### config.mk
export PLATFORM = sky130hd
export DESIGN_NAME = fn_sw_packer
export DESIGN_NICKNAME = d
export VERILOG_FILES = /design/src/rtl/fn_sw_packer.sv
export SDC_FILE = /design/constraint.sdc
export NUM_CORES = 1
export LEC_CHECK = 0
export ABC_AREA = 1
export ABC_CLOCK_PERIOD_IN_PS = 2500
export CAP_MARGIN = 20
export CORE_ASPECT_RATIO = 1.25
export CORE_MARGIN = 1.5
export CORE_UTILIZATION = 58
export DETAILED_ROUTE_END_ITERATION = 7
export PLACE_DENSITY_LB_ADDON = 0.1
export SLEW_MARGIN = 15
export SYNTH_ARGS = -nofsm -noshare
export SYNTH_HDL_FRONTEND = slang
export SYNTH_SLANG_ARGS = --single-unit
### constraint.sdc
create_clock -name clk -period 2.5 [get_ports clk]
set_input_delay 0.625 -clock clk [delete_from_list [all_inputs] [get_ports clk]]
set_output_delay 0.625 -clock clk [all_outputs]
set_load 0.01 [all_outputs]
### src/rtl/fn_sw_packer.sv
// rtl/fn_sw_packer.sv - packs the 1-bit fn_sw result stream into WIDTH-bit words
// Shift register plus output register, so a word can drain while the next one fills.
module fn_sw_packer #(
  parameter int WIDTH = 8,
  localparam int CW = $clog2(WIDTH + 1)
) (
  input  logic             clk,
  input  logic             res,
  input  logic             in_vld,
  input  logic             in_bit,
  input  logic             in_last,
  output logic             in_rdy,
  output logic             out_vld,
  input  logic             out_rdy,
  output logic [WIDTH-1:0] out_data,
  output logic [CW-1:0]    out_ones,
  output logic [CW-1:0]    out_len
);

  logic [WIDTH-1:0] shift, shift_nxt;
  logic [CW-1:0]    cnt, cnt_inc, ones, len;
  logic             full, xfer, acc;

  assign xfer    = full & (~out_vld | out_rdy);
  assign in_rdy  = res & (~full | xfer);
  assign acc     = in_vld & in_rdy;
  assign cnt_inc = cnt + CW'(1);

  always_comb begin
    shift_nxt = shift;
    for (int i = 0; i < WIDTH; i++) begin
      if (cnt == CW'(i)) shift_nxt[i] = in_bit;
    end
  end

  always_ff @(posedge clk or negedge res) begin
    if (!res) begin
      shift    <= '0;
      cnt      <= '0;
      ones     <= '0;
      len      <= '0;
      full     <= 1'b0;
      out_vld  <= 1'b0;
      out_data <= '0;
      out_ones <= '0;
      out_len  <= '0;
    end else begin
      if (xfer) begin
        out_data <= shift;
        out_ones <= ones;
        out_len  <= len;
        out_vld  <= 1'b1;
      end else if (out_vld && out_rdy) begin
        out_vld <= 1'b0;
      end

      // The shift register is cleared on transfer so unused upper bits of a short word read as 0.
      if (xfer) begin
        shift <= {{(WIDTH-1){1'b0}}, acc & in_bit};
        cnt   <= acc ? CW'(1) : '0;
        ones  <= (acc & in_bit) ? CW'(1) : '0;
        full  <= acc & in_last;
        if (acc && in_last) len <= CW'(1);
      end else if (acc) begin
        shift <= shift_nxt;
        cnt   <= cnt_inc;
        ones  <= ones + {{(CW-1){1'b0}}, in_bit};
        if (cnt_inc == CW'(WIDTH) || in_last) begin
          full <= 1'b1;
          len  <= cnt_inc;
        end
      end
    end
  end

endmodule
==> flow_summary_export.csv <==
group,metric,value,unit
run_status,outcome,"finished, final reports clean",
global_route,grt_overflow,0,
timing,grt_setup_unrepaired,"no",
final_layout,design.final.nets,255,
detailed_routing,dr.pass1.iters,4,
power_and_ir_drop,p_comb_share,32.7,%
power_and_ir_drop,p_sw,0.000652,W
critical_path,crit_fanout,2,
synth,synthTopCellsByArea,"dfrtp_1 52%, nand2_1 18%, ha_1 4.1%",
global_route,grt_pass1_wl,6270,µm
global_route,busiest_layer,"met2",
timing,fmax,0.411,GHz
die,start_util,61.2,%
timing,fin_crit,2.43,ns
synth,synth_common_cells,"87 x nand2_1, 38 x dfrtp_1, 16 x nor2_1, 14 x inv_1, 10 x nand3_1",
job,drv_cap,0,
placement,dp.final_hpwl,2550,µm
timing,slew-limit-headroom,67.1,%
power_and_ir_drop,total_power,0.00187,W
global_route,grt.met1_usage,27.5,%
global_route,grt_use_met3,7.27,%
timing,slew_viol_final,0,
detailed_routing,drt_iter0_drc,50,
synth,synth-main-ff-cell,"dfrtp_1",
power_and_ir_drop,p_seq_share,49.0,%
power_and_ir_drop,pwr-share-clk,18.3,%
timing,finalSetupViolCount,0,
placement,gp_routability_congestion,0.811,
synth,synthArstFlopShare,100,%
synth,netlist_area,0.00182,mm²
clocking,clkTransAtPathRegs,0.11,ns
synth,synth.most_common_cell,"nand2_1",
critical_path,cp.arrival,1.81,ns
timing,fin_setup_tns,0,ns
detailed_routing,vias_per_cell,5.40,
die,rows,22,
detailed_routing,routed_wl,3670,µm
synth,ys_ff_latch,38,
detailed_routing,drc,0,
global_route,first_global_vias,1469,
final_layout,multiInputGateArea,756,µm²
synth,synth-seq-area-share,52.2,%
die,boundaryPins,24,
timing,period_share,97.3,%
power_and_ir_drop,p_leak,1.11,nW
die,core_area,0.00297,mm²
clocking,numCtsBuffers,5,
critical_path,critPathLaunchType,"input port",
critical_path,crit_family,"buffers and inverters",
detailed_routing,dr_total_vias,1513,
synth,synth_fp_nets,229,
clocking,cts-root-buf,"clkbuf_4",
hold_path,hp-class,"input port to asynchronous set/reset pin",
critical_path,worst_path_max_delay_cell,"clkdlybuf4s50_1",
critical_path,path_buf_inv,4,
die,die_area,0.00349,mm²
synth,synth_top_area_cell,"dfrtp_1",
clocking,ctsResizeCount,0,
critical_path,path_cells,"clkdlybuf4s50_1 > inv_1 > nand3_2 > nand2_1 > inv_1 > clkdlybuf4s50_1",
global_route,grt_usage,24.6,%
timing,fin_skew,0.00672,ns
clocking,cts_tree,"built",
clocking,numClockSinks,38,
final_layout,regArea,951,µm²
die,die_h,65.6,µm
global_route,antenna_found_initial,0,
detailed_routing,antenna_left,0,
synth,synth_edf_count,0,
die,die_x,53.1,µm
power_and_ir_drop,powerDensity,876,mW/mm²
clocking,clockBufferDepth,2,
synth,synth_cell_type_count,22,
clocking,htree_levels,2,
synth,yosys.area.top_type_share,52.2,%
final_layout,drive_gt1_share,11.5,%
synth,yosysWarnings,0,
final_layout,syn_to_final_growth,17.0,%
final_layout,nFillCells,254,
synth,syn_inst,217,
synth,synth_area_per_cell,8.39,µm²
critical_path,timing.critical_path.to_type,"primary output",
timing,worst_slew_pin_slew,0.494,ns
power_and_ir_drop,peakVddDrop,0.575,mV
critical_path,worstSetupPathType,"input port to primary output",
critical_path,critPathMaxStageDelay,0.52,ns
timing,final-hold-violation-count,0,
power_and_ir_drop,switching_share,34.9,%
global_route,met2_usage,42.5,%
global_route,grt_max_degree,40,
final_layout,antenna_cells,0,
clocking,clock_latency,0.35,ns
power_and_ir_drop,p_int,0.00122,W
clocking,hold_buffers,0,
detailed_routing,avgRoutedWirePerCell,13.1,µm
placement,numPortBuffers,23,
critical_path,cp.required,1.88,ns
clocking,post_cts_buffers,0,
power groups by stage:
stage	clock network [W]	logic [W]	registers, W
floorplan	0	0.000313	0.000944
global placement	0	0.000592	0.000911
detailed placement	0	0.000612	0.000926
CTS	0.000351	0.000616	0.000915
global route	0.000375	0.000688	0.000937
finish	0.000342	0.000610	0.000915
placed cells by master (no fill, tap or decap), drive strengths merged:
cell	synthesis	layout
buf	7	5
clkbuf	1	6
clkdlybuf4s50	0	22
clkinv	0	1
clkinvlp	0	1
dfrtp	38	38
ha	6	6
inv	16	16
nand2	92	92
nand3	12	12
nand4	8	8
nor2	19	19
nor3	1	1
o21ai	17	17
final cells by class:
type | instances | area share, %
flip-flops and latches | 38 | 44.6
multi-input cells | 155 | 35.5
repair buffers | 27 | 12.0
inverters | 16 | 2.82
clock buffers | 6 | 2.41
well taps | 36 | 2.11
clock inverters | 2 | 0.587
sequential cells by signal, indices dropped and copies added (netlist names):
name,count
full,1
out_len,4
out_vld,1
cnt,4
out_ones,4
ones,4
len,4
shift,8
out_data,8
metrics by stage:
stage                     instance area (µm²)  setup WS, ns  hold WS, ns  instances  utilization, %
after floorplan                          1820         0.949        0.329        217               -
after global placement                   2070        0.0747        0.454        272            69.5
after detailed placement                 2070        0.0620        0.461        272            69.5
after CTS                                2130        0.0615        0.337        280            71.7
after global routing                     2130       0.00221        0.369        280            71.7
final                                    2130        0.0666        0.328        280            71.7
worst paths after layout:
check,startpoint,endpoint,slack (ns),cells after the start
max,out_rdy,in_rdy,0.07,6
min,res,out_len[1],0.33,2
max reg2reg,out_vld,shift[5],1.05,7
min reg2reg,shift[1],out_data[1],0.48,2
max in group asynchronous,res,out_data[2],1.83,2
min in group clk,shift[1],out_data[1],0.48,2
cell families (layout without fill, tap and decap cells):
group	after synthesis	in the layout	share of synthesized area (%)
AND/OR/NAND/NOR	132	132	32.1
adder cells (fa/ha/maj)	6	6	4.12
flip-flops	38	38	52.2
AO/OA/AOI/OAI	17	17	5.29
buffers and inverters	24	51	6.25
metal layers:
layer / up-vias / wire, µm
met4: 0 / 58
met3: 7 / 175
met1: 733 / 1600
met2: 35 / 1840
li1: 738 / -
met5: - / 0
Power figures use the tool's default switching activity.
